$ cat config.mk
export PLATFORM = sky130hd
export DESIGN_NAME = program_loader
export DESIGN_NICKNAME = d
export VERILOG_FILES = /design/src/rtl/loader_pkg.sv /design/src/rtl/word_assembler.sv /design/src/rtl/program_loader.sv
export SDC_FILE = /design/constraint.sdc
export NUM_CORES = 1
export LEC_CHECK = 0
export ABC_AREA = 1
export CAP_MARGIN = 20
export CORE_MARGIN = 3
export CORE_UTILIZATION = 45
export CTS_BUF_LIST = sky130_fd_sc_hd__clkbuf_4
export DETAILED_ROUTE_END_ITERATION = 8
export PLACE_DENSITY = 0.7
export SLEW_MARGIN = 20
export SYNTH_ARGS = -nofsm -noshare
export SYNTH_HDL_FRONTEND = slang
export SYNTH_SLANG_ARGS = --single-unit
export TNS_END_PERCENT = 1
$ cat constraint.sdc
create_clock -name clock -period 3.7 [get_ports clock]
set_input_delay 0.74 -clock clock [delete_from_list [all_inputs] [get_ports clock]]
set_output_delay 0.74 -clock clock [all_outputs]
set_load 0.02 [all_outputs]
$ cat src/rtl/loader_pkg.sv
//------------------------------------------------------------------------------
// Module      : loader_pkg
// Description : Shared definitions for the boot-time program loader: loader
//               state encoding, frame-field sizes, and the word and address
//               widths also used by instruction_memory.
// Revision    : 1.0 - initial release
//------------------------------------------------------------------------------
`default_nettype none

package loader_pkg;

   // Datapath widths shared with instruction_memory
   localparam int C_WORD_WIDTH      = 32;
   localparam int C_ADDR_WIDTH      = 64;

   // Frame layout: LEN_LO, LEN_HI, payload words LSB first, then CHK
   localparam int C_BYTES_PER_WORD  = 4;
   localparam int C_LEN_FIELD_BYTES = 2;
   localparam int C_LEN_FIELD_WIDTH = 8 * C_LEN_FIELD_BYTES;
   localparam int C_CHK_FIELD_BYTES = 1;

   typedef enum logic [2:0] {
      ST_IDLE    = 3'd0,
      ST_LEN_LO  = 3'd1,
      ST_LEN_HI  = 3'd2,
      ST_PAYLOAD = 3'd3,
      ST_CHECK   = 3'd4,
      ST_DONE    = 3'd5,
      ST_ERROR   = 3'd6
   } loader_state_t;

endpackage : loader_pkg

`default_nettype wire

$ cat src/rtl/word_assembler.sv
//------------------------------------------------------------------------------
// Module      : word_assembler
// Description : Collects four bytes into a little-endian 32-bit word. The
//               fourth byte is announced combinationally on word_last (so
//               the caller can act in the same cycle), and the completed word
//               is presented one cycle later on word_valid/word.
// Ports       : clock, reset  - clock and synchronous active-high reset
//               clear         - restart byte position at 0 (new load)
//               byte_en       - a byte is accepted this cycle
//               byte_data     - the byte
//               word_last     - this byte_en completes a word
//               word_valid    - one-cycle pulse, word holds the new value
//               word          - last completed word
// Revision    : 1.0 - initial release
//------------------------------------------------------------------------------
`default_nettype none

module word_assembler
   import loader_pkg::*;
(
   input  logic                    clock,
   input  logic                    reset,
   input  logic                    clear,
   input  logic                    byte_en,
   input  logic [7:0]              byte_data,
   output logic                    word_last,
   output logic                    word_valid,
   output logic [C_WORD_WIDTH-1:0] word
);

   logic [1:0]              r_cnt;
   logic [C_WORD_WIDTH-1:0] r_partial;
   logic [C_WORD_WIDTH-1:0] r_word;
   logic                    r_valid;

   assign word_last  = byte_en && (r_cnt == 2'd3);
   assign word_valid = r_valid;
   assign word       = r_word;

   always_ff @(posedge clock) begin
      if (reset) begin
         r_cnt     <= 2'd0;
         r_partial <= '0;
         r_word    <= '0;
         r_valid   <= 1'b0;
      end else begin
         r_valid <= 1'b0;
         if (clear) begin
            r_cnt <= 2'd0;
         end else if (byte_en) begin
            r_cnt <= r_cnt + 2'd1;
            if (r_cnt == 2'd3) begin
               // Fourth byte goes straight into the top lane of the output
               r_word  <= {byte_data, r_partial[23:0]};
               r_valid <= 1'b1;
            end else begin
               r_partial[{r_cnt, 3'b000} +: 8] <= byte_data;
            end
         end
      end
   end

endmodule : word_assembler

`default_nettype wire

$ cat src/rtl/program_loader.sv
//------------------------------------------------------------------------------
// Module      : program_loader
// Description : Boot loader in front of the core's instruction memory. Parses
//               a LEN_LO/LEN_HI/payload/CHK byte frame, writes each assembled
//               word to BASE_ADDR + 4*index and holds the core in reset until
//               the XOR checksum of the payload matches.
// Ports       : clock, reset            - clock, synchronous active-high reset
//               start                   - begin a load (IDLE/DONE/ERROR only)
//               byte_valid/byte_ready   - stream handshake, byte_data payload
//               imem_we/addr/wdata      - instruction memory write port
//               core_reset              - low only once a verified image exists
//               busy/done/error         - load status
//               words_loaded            - words written in this load
// Revision    : 1.0 - initial release
//------------------------------------------------------------------------------
`default_nettype none

module program_loader
   import loader_pkg::*;
#(
   parameter logic [63:0] BASE_ADDR = 64'h0,
   parameter int          MAX_WORDS = 1024,
   parameter int          CNT_WIDTH = 16
) (
   input  logic                    clock,
   input  logic                    reset,
   input  logic                    start,
   input  logic                    byte_valid,
   input  logic [7:0]              byte_data,
   output logic                    byte_ready,
   output logic                    imem_we,
   output logic [C_ADDR_WIDTH-1:0] imem_addr,
   output logic [C_WORD_WIDTH-1:0] imem_wdata,
   output logic                    core_reset,
   output logic                    busy,
   output logic                    done,
   output logic                    error,
   output logic [CNT_WIDTH-1:0]    words_loaded
);

   loader_state_t                  r_state;
   loader_state_t                  w_next;

   logic [7:0]                     r_len_lo;
   logic [CNT_WIDTH-1:0]           r_len;
   logic [CNT_WIDTH-1:0]           r_words;
   logic [7:0]                     r_chk;
   logic [C_ADDR_WIDTH-1:0]        r_addr;

   logic                           w_xfer;
   logic                           w_start_load;
   logic                           w_byte_en;
   logic                           w_word_last;
   logic                           w_final_word;
   logic                           w_oversize;
   logic [C_LEN_FIELD_WIDTH-1:0]   w_len_field;

   assign byte_ready   = (r_state == ST_LEN_LO) || (r_state == ST_LEN_HI) ||
                         (r_state == ST_PAYLOAD) || (r_state == ST_CHECK);
   assign busy         = byte_ready;
   assign done         = (r_state == ST_DONE);
   assign error        = (r_state == ST_ERROR);
   assign core_reset   = (r_state != ST_DONE);

   assign w_xfer       = byte_valid && byte_ready;
   assign w_start_load = start && ((r_state == ST_IDLE) || (r_state == ST_DONE) ||
                                   (r_state == ST_ERROR));
   assign w_byte_en    = w_xfer && (r_state == ST_PAYLOAD);
   assign w_len_field  = {byte_data, r_len_lo};
   assign w_oversize   = {16'h0, w_len_field} > 32'(MAX_WORDS);
   assign w_final_word = w_word_last && ((r_words + CNT_WIDTH'(1)) == r_len);

   word_assembler u_word_assembler (
      .clock      (clock),
      .reset      (reset),
      .clear      (w_start_load),
      .byte_en    (w_byte_en),
      .byte_data  (byte_data),
      .word_last  (w_word_last),
      .word_valid (imem_we),
      .word       (imem_wdata)
   );

   assign imem_addr    = r_addr;
   assign words_loaded = r_words;

   always_comb begin
      w_next = r_state;
      case (r_state)
         ST_IDLE, ST_DONE, ST_ERROR: begin
            if (w_start_load) w_next = ST_LEN_LO;
         end
         ST_LEN_LO: begin
            if (w_xfer) w_next = ST_LEN_HI;
         end
         ST_LEN_HI: begin
            if (w_xfer) begin
               if (w_oversize)              w_next = ST_ERROR;
               else if (w_len_field == '0)  w_next = ST_CHECK;
               else                         w_next = ST_PAYLOAD;
            end
         end
         ST_PAYLOAD: begin
            if (w_final_word) w_next = ST_CHECK;
         end
         ST_CHECK: begin
            if (w_xfer) w_next = (byte_data == r_chk) ? ST_DONE : ST_ERROR;
         end
         default: w_next = ST_IDLE;
      endcase
   end

   always_ff @(posedge clock) begin
      if (reset) begin
         r_state  <= ST_IDLE;
         r_len_lo <= 8'h00;
         r_len    <= '0;
         r_words  <= '0;
         r_chk    <= 8'h00;
         r_addr   <= '0;
      end else begin
         r_state <= w_next;
         if (w_start_load) begin
            r_words <= '0;
            r_chk   <= 8'h00;
         end
         if (w_xfer && (r_state == ST_LEN_LO)) r_len_lo <= byte_data;
         if (w_xfer && (r_state == ST_LEN_HI)) r_len    <= CNT_WIDTH'(w_len_field);
         if (w_byte_en) begin
            r_chk <= r_chk ^ byte_data;
            if (w_word_last) begin
               // Address is captured with the word so it lines up with imem_we
               r_addr  <= BASE_ADDR + (C_ADDR_WIDTH'(r_words) << 2);
               r_words <= r_words + CNT_WIDTH'(1);
            end
         end
      end
   end

endmodule : program_loader

`default_nettype wire

**After elaboration in Yosys (flattened, before gate mapping)**

Index checks and enable logic that the tools add are counted.

- Output and inout port bits: 118
- Memories: 0
- Bits in registers: 134
- Input port bits: 12
- Bits in writable memories: 0
- Memory bits (read-only): 0
- Logic and storage cells: 73
- Latch bits: 0

- $add $sub $neg: 3
- Bitwise operators: 4
- Equality and inequality tests: 15
- Multiplexer cells: 16
- Shift operators: 2
- $mul: 0
- Div/mod/pow operators: 0
- Order comparisons: 1
- Reductions and logical operators: 22

Operators with widths:

| cell | number |
|---|---|
| $mux 16 | 3 |
| $bwmux 32 | 1 |
| $shift 8x7->32 const A | 1 |
| $shiftx 8x7->32 | 1 |
| $mux 3 | 7 |
| $add 16x1->16 const B | 1 |
| $eq 16x16->1 | 1 |
| $gt 16x11->1 const B | 1 |
| $logic_not 16->1 | 1 |
| $mux 8 | 2 |
| $pmux 3 s5 | 1 |
| $eq 3x3->1 const B | 3 |
| $eq 8x8->1 | 1 |
| $ne 2x2->1 const B | 4 |
| $xor 8x8->8 | 1 |
| $logic_and 1x1->1 | 7 |
| $neg 5->7 | 1 |
| $eq 3x2->1 const B | 2 |
| $reduce_and 3->1 | 2 |
| $reduce_or 3->1 | 2 |
| $logic_or 1x1->1 | 5 |
| $reduce_and 5->1 | 1 |
| $eq 3x1->1 const B | 1 |
| $logic_not 3->1 | 1 |
| other kinds (10) | 12 |

**Depth between registers and ports, before layout**

Gate-level depths: netlist of the first run.

- Depth after elaboration: 10
- Mapped depth: 17
- Mapped depth without buffers: 17

**Cells and area by module**

Synthesis of the first run repeated with hierarchy kept, for this count alone.

- Cell total of the unflattened synthesis: 894
- Area, all modules: 6,296.0 um2

Modules (own cells, without submodules):

| module | cells each | area an instance (um2) | instances | seq. area each (um2) |
|---|---|---|---|---|
| program_loader | 560 | 3,789.9 | 1 | 1,341.3 |
| word_assembler | 334 | 2,506.2 | 1 | 1,181.1 |

**Worst setup path after synthesis of the first run**

Ideal clock, no wire load.

- Path type: reg-to-reg
- From: reg r_words[0] (netlist: words_loaded[0])
- To: reg r_state[0]
- Setup slack: 1.797 ns
- Setup time: 0.113 ns
- Arrival time: 1.790 ns
- Buffers on the path: 0
- Data required time: 3.587 ns
- Clock period less this slack: 1.903 ns
- Cell stages (with the launch flop): 17
- Cell sequence: dfxtp_1 > ha_1 > nand2_2 > nor2_4 > nand2_2 > nand2_1 > nand2_1 > nand2_1 > nand2_1 > nor2_1 > nand3_1 > nor2_1 > nand2_1 > nand2_2 > nand2_2 > o21ai_1 > inv_1

- Longest elaborated chain between the ends: 5

RTL lines:

| item | line | RTL |
|---|---|---|
| from (decl) | program_loader.sv:46 | `logic [CNT_WIDTH-1:0] r_words;` |
| from (signal assigned) | program_loader.sv:134 | `r_words <= r_words + CNT_WIDTH'(1);` |
| $add 16x1->16 | program_loader.sv:71 | `assign w_final_word = w_word_last && ((r_words + CNT_WIDTH'(1)) == r_len);` |
| $eq 16x16->1 | program_loader.sv:71 |  |
| $logic_and 1x1->1 | program_loader.sv:71 |  |
| $ne 2x2->1 (no line) | -- |  |
| $reduce_and 5->1 (no line) | -- |  |
| to (signal assigned) | program_loader.sv:122 | `r_state <= w_next;` |
| to (decl) | program_loader.sv:41 | `loader_state_t r_state;` |

No other way between the ends.
A chain may end at the register's enable or synchronous reset.

**Worst setup path in the final report of the first run**

- From: reg r_state[0]
- To: out done

- Longest elaborated chain between the ends: 1

RTL lines:

| item | line | RTL |
|---|---|---|
| $eq 3x3->1 | program_loader.sv:61 | `assign done = (r_state == ST_DONE);` |
| to (decl) | program_loader.sv:36 | `output logic done,` |

No other way between the ends.

==> results.json, run 1 <==
{
  "grt_pass1_vias": 4869,
  "place_ws_ps": 784.3,
  "area_growth_pct": 17.05,
  "switching_share": 0.3143,
  "rsz0062_at_grt": "no",
  "ys_ff_latch": 126,
  "portBuffers": 81,
  "vias": 5299,
  "cts_buffers": 17,
  "fp.dieW_um": 120.5,
  "nets": 896,
  "power.density_nw_per_um2": 429.8,
  "finalSetupViolations": 0,
  "critPathKind": "register to primary output",
  "synthCells": 806,
  "vias_per_cell": 4.994,
  "timing.final.crit_share": 0.7189,
  "seqPwrFrac": 0.502,
  "worstSkewPairLatency_ps": 540,
  "dp_hpwl_um": 10270,
  "clockBufferDepth": 2,
  "hold_viol_final": 0,
  "wl_um": 14100,
  "final_common_cell": "nand2_1",
  "wl_per_cell_um": 13.29,
  "p_leak_uw": 0.002740,
  "die_h_um": 120.5,
  "final.setup.tns_ps": 0,
  "rows": 41,
  "cts_hold_buf": 0,
  "maxCapViolCount": 0,
  "grt_usage": 0.1975,
  "place_congestion": 0.9062,
  "end_kind": "primary output",
  "cts_tree": "yes",
  "avgSynthCellArea_um2": 7.313,
  "drive_gt1_frac": 0.05962,
  "critPathTopFamily": "buffers and inverters",
  "htree_levels": 4,
  "grt_remaining_overflow": 0,
  "ir_worst_vdd_uv": 233.2,
  "cp_num_buf_inv": 3,
  "ant_nets": 0,
  "p_sw_uw": 931.9,
  "clock_skew_ps": 24.47,
  "dr.pass1.iters": 5,
  "setup_ws_ps": 1040,
  "drt_iter0_markers": 309,
  "slew_headroom": 0.5992,
  "initial_core_util": 0.4633,
  "yosysWarnings": 0,
  "start_kind": "register",
  "synthDistinctLibCells": 36,
  "die-area_um2": 14510,
  "fmax_mhz": 375.9,
  "worst_slew_pin_slew_ps": 601.2,
  "cts_resized": 0,
  "crit_required_ps": 2960,
  "slowest_stage": "clkdlybuf4s50_1",
  "core_area_um2": 12720,
  "path_cells": "inv_1 > nor2_1 > inv_1 > nor2_1 > clkdlybuf4s50_1",
  "grt_first_pass_wirelength_um": 23080,
  "p_clk_frac": 0.301,
  "antenna_found_initial": 0,
  "antenna_cells": 0,
  "hold_class": "register to register",
  "drv_slew": 0,
  "pwr-share-comb": 0.197,
  "postCtsSetupRepairBufs": 0,
  "syn_area_um2": 5894,
  "ios": 130,
  "path_clk_slew_ps": 100,
  "ys_seq_area_frac": 0.4279,
  "cp_max_fo": 5,
  "status": "completed",
  "critical_path_arrival_ps": 1920,
  "grt_max_degree": 71,
  "critPathMaxStageDelay_ps": 620,
  "remaining_drc_errors": 0,
  "cts.sinks": 126,
  "period_needed_ps": 2660,
  "final_cell_mix": "nand2_1, dfxtp_1, o21ai_0, a21oi_1, inv_1",
  "cellInternalPower_uw": 2033,
  "root_buffer": "clkbuf_4"
}
## metrics by stage
step | utilization | instance area (um2) | power (uW) | instances | hold WS [ps]
floorplan | - | 6071 | 1986 | 853 | 429.7
global placement | 0.5223 | 6645 | 2093 | 1031 | 442.5
detailed placement | 0.5223 | 6645 | 2095 | 1031 | 446.5
CTS | 0.5423 | 6899 | 2989 | 1061 | 463.7
global route | 0.5423 | 6899 | 3141 | 1061 | 482.9
finish | 0.5423 | 6899 | 2965 | 1061 | 460.8
## worst register-to-register path, stage by stage, from the launching register on
cell	delay (ps)
dfxtp_1	500
ha_1	270
nand3_1	150
nor2_2	240
nand2_1	80
nand2_1	120
nor2_1	50
nor2_1	90
nand3_1	90
nor2_1	130
nand2_1	80
nand2_2	80
nand2_2	60
o21ai_1	110
inv_1	50
## registers in the layout, indices dropped and copies added (netlist names)
signal                       count
imem_addr                       16
r_chk                            8
r_len                           16
r_len_lo                         8
r_state                          3
u_word_assembler.r_cnt           2
u_word_assembler.r_partial      24
u_word_assembler.word           32
u_word_assembler.word_valid      1
words_loaded                    16
## cells by family (layout without fill, tap and decap cells)
family	after synthesis	after routing	share of synthesized area
buffers and inverters	170	206	0.1418
XOR/XNOR	12	12	0.02271
other	1	48	0.0006362
flip-flops	126	126	0.4279
AND/OR/NAND/NOR	278	278	0.2097
adder cells (fa/ha/maj)	6	6	0.01274
AO/OA/AOI/OAI	212	212	0.1828
multiplexers	1	1	0.001698
## power groups by stage
stage	clock network, uW	logic (uW)	registers [uW]
floorplan	0	491	1490
global placement	0	575	1520
detailed placement	0	576	1520
CTS	922	579	1490
global route	986	657	1500
finish	893	583	1490
## synth_stat cells, drive strengths merged
master | count | area (um2)
inv | 89 | 334.1
o31ai | 2 | 15.01
o21ai | 104 | 520.5
nand3 | 59 | 295.3
nor2 | 65 | 292.8
nand4 | 10 | 68.81
a31oi | 1 | 6.260
xnor3 | 1 | 22.52
clkbuf | 25 | 93.84
dfxtp | 126 | 2522
nor4 | 5 | 31.28
o22ai | 3 | 18.77
conb | 1 | 3.750
o32ai | 1 | 8.760
nand3b | 2 | 15.01
nand2 | 134 | 515.5
ha | 6 | 75.07
a211oi | 1 | 7.510
or2 | 1 | 6.260
xor3 | 1 | 23.77
nor3 | 1 | 5.000
and2 | 1 | 6.260
a21oi | 100 | 500.5
mux2i | 1 | 10.01
xor2 | 10 | 87.58
buf | 56 | 407.9
## worst paths after layout
path / slack (ps) / depth (start not counted) / end / startpoint
min: 460 / 2 / u_word_assembler.r_partial[21] / u_word_assembler.r_partial[21]
max: 1040 / 5 / done / r_state[0]
min reg2reg: 460 / 2 / u_word_assembler.r_partial[21] / u_word_assembler.r_partial[21]
max reg2reg: 1490 / 14 / r_state[0] / words_loaded[0]
## final cells by class
class,count,area [um2]
tap,172,215.2
inverter,89,334.1
fill,1270,5823
multi-input combinational,557,2718
timing repair buffer,87,855.8
clock inverter,9,96.34
clock buffer,21,157.7
sequential,126,2522
## metal layers
layer  track usage  vias to the layer above  part of all wire
li1              -                     2704                 -
met1        0.2624                     2375              0.45
met2        0.3032                      199              0.45
met3       0.05800                       21             0.070
met4       0.07649                        0             0.022
met5             0                        -                 0
Note: power is estimated with default switching activity, not from simulation.
==> inputs of run 2 (changes only) <==
- PLACE_DENSITY: 0.7 -> 0.73
- clock period: 3.7 -> 2.4 ns (I/O delays scaled with it)
==> results.json, run 2 (synthesized netlist as in run 1, its figures left out) <==
{
  "status": "completed",
  "crit_required_ps": 1920,
  "postCtsSetupRepairBufs": 0,
  "rows": 41,
  "remaining_drc_errors": 0,
  "drive_gt1_frac": 0.08581,
  "fmax_mhz": 451.6,
  "slew_headroom": 0.6146,
  "end_kind": "primary output",
  "slowest_stage": "clkdlybuf4s50_1",
  "critPathKind": "register to primary output",
  "fin_area_um2": 7182,
  "core_area_um2": 12720,
  "largest_reg_flops": 32,
  "vias": 5336,
  "start_kind": "register",
  "final_common_cell": "nand2_1",
  "final.setup.tns_ps": 0,
  "finalSetupViolations": 0,
  "fp.dieW_um": 120.5,
  "grt_usage": 0.1983,
  "clockBufferDepth": 2,
  "power.density_nw_per_um2": 710.5,
  "ir_worst_vdd_uv": 357.5,
  "root_buffer": "clkbuf_4",
  "dpl.cell_count": 1049,
  "grt_first_pass_wirelength_um": 23220,
  "worst_slew_pin_slew_ps": 577.5,
  "maxCapViolCount": 0,
  "critPathMaxStageDelay_ps": 670,
  "grt_remaining_overflow": 0,
  "worstSkewPairLatency_ps": 550,
  "crit_start": "words_loaded[2]",
  "grt_pass1_vias": 4831,
  "reg2reg_depth": 16,
  "period_needed_ps": 2215,
  "worst-path-stages": 1,
  "drv_slew": 0,
  "critical_path_arrival_ps": 1730,
  "antenna_cells": 0,
  "cts_tree": "yes",
  "vias_per_cell": 4.936,
  "ios": 130,
  "initial_core_util": 0.4633,
  "drt_iter0_markers": 319,
  "r2r_end": "r_state[0]",
  "regToRegStartpoint": "words_loaded[1]",
  "dr.pass1.iters": 5,
  "hold_viol_final": 0,
  "postPlaceCellArea_um2": 6805,
  "portBuffers": 81,
  "p_leak_uw": 0.002894,
  "endpoint": "words_loaded[2]",
  "nets": 914,
  "cts_buffers": 17,
  "r2r_setup_slack_ps": 320,
  "clock_skew_ps": 14.08,
  "wl_per_cell_um": 13.03,
  "dp_hpwl_um": 10440,
  "htree_levels": 4,
  "hold_class": "register to register",
  "place_congestion": 0.8483,
  "die-area_um2": 14510,
  "die_h_um": 120.5,
  "antenna_found_initial": 0,
  "path_clk_slew_ps": 120,
  "p_total_uw": 5102,
  "grt_max_degree": 78,
  "path_cells": "clkdlybuf4s50_1",
  "final_cell_mix": "nand2_1, dfxtp_1, o21ai_0, a21oi_1, inv_1",
  "cp_num_buf_inv": 1,
  "critPathTopFamily": "buffers and inverters",
  "cp_max_fo": 8,
  "ant_nets": 0,
  "wl_um": 14090,
  "rsz0062_at_grt": "no",
  "post_layout_nonfiller_instances": 1081,
  "area_growth_pct": 21.84,
  "cts.sinks": 126,
  "timing.final.crit_share": 0.9227
}
run 2: cell count changes in the layout (fill, tap and decap cells not counted), sizes merged, moves of 3 or more:
cell           previous run  this run
bufinv                    2         6
buf                       6        24
dlygate4sd2               0         4
clkdlybuf4s50            81        76
clkbuf                   21        18
run 2: timing repair:
| item | CTS | global route |
|---|---|---|
| hold buffers | 0 | 0 |
| pin swaps | 0 | 0 |
| endpoints found under the setup margin | 5 | 2 |
| gates resized for setup | 5 | 3 |
run 2: layout make-up:
type,instances,area [um2]
fillers,1264,5540
multi-input cells,557,2718
flip-flops and latches,126,2526
repair buffers,105,1013
inverters,89,334.1
clock inverters,14,240.2
well taps,172,215.2
clock buffers,18,135.1
run 2: worst min-delay path by stage:
stage,startpoint,end,slack [ps],cells past startpoint
5_1_grt,u_word_assembler.r_partial[19],u_word_assembler.word[19],480,2
3_3_place_gp,u_word_assembler.r_partial[0],u_word_assembler.r_partial[0],440,2
2_1_floorplan,u_word_assembler.r_partial[10],u_word_assembler.r_partial[10],430,2
6_report,u_word_assembler.r_partial[5],u_word_assembler.r_partial[5],460,2
4_1_cts,u_word_assembler.r_partial[23],u_word_assembler.word[23],460,2
3_5_place_dp,u_word_assembler.r_partial[21],u_word_assembler.word[21],440,2
run 2: metrics by stage:
step	utilization	setup slack (ps)	hold WS, ps
final	0.5645	185.5	459.3
after global routing	0.5645	50.95	481.8
after CTS	0.5641	1.530	463.5
after detailed placement	0.5349	36.48	443.1
after global placement	0.5349	92.03	440.8
after floorplan	-	496.8	429.7
run 2: report_power, final:
| part | internal, uW | switching [uW] |
|---|---|---|
| registers | 2210 | 94.3 |
| clock network | 1050 | 825 |
| logic | 306 | 620 |
run 2: layer usage:
| metal | up-vias | global-route usage | share of wire | wire, um |
|---|---|---|---|---|
| met5 | - | 0 | 0 | 0 |
| met4 | 0 | 0.06728 | 0.017 | 246 |
| met3 | 24 | 0.05800 | 0.056 | 787 |
| met2 | 155 | 0.3178 | 0.46 | 6543 |
| met1 | 2421 | 0.2563 | 0.46 | 6514 |
| li1 | 2736 | - | - | - |
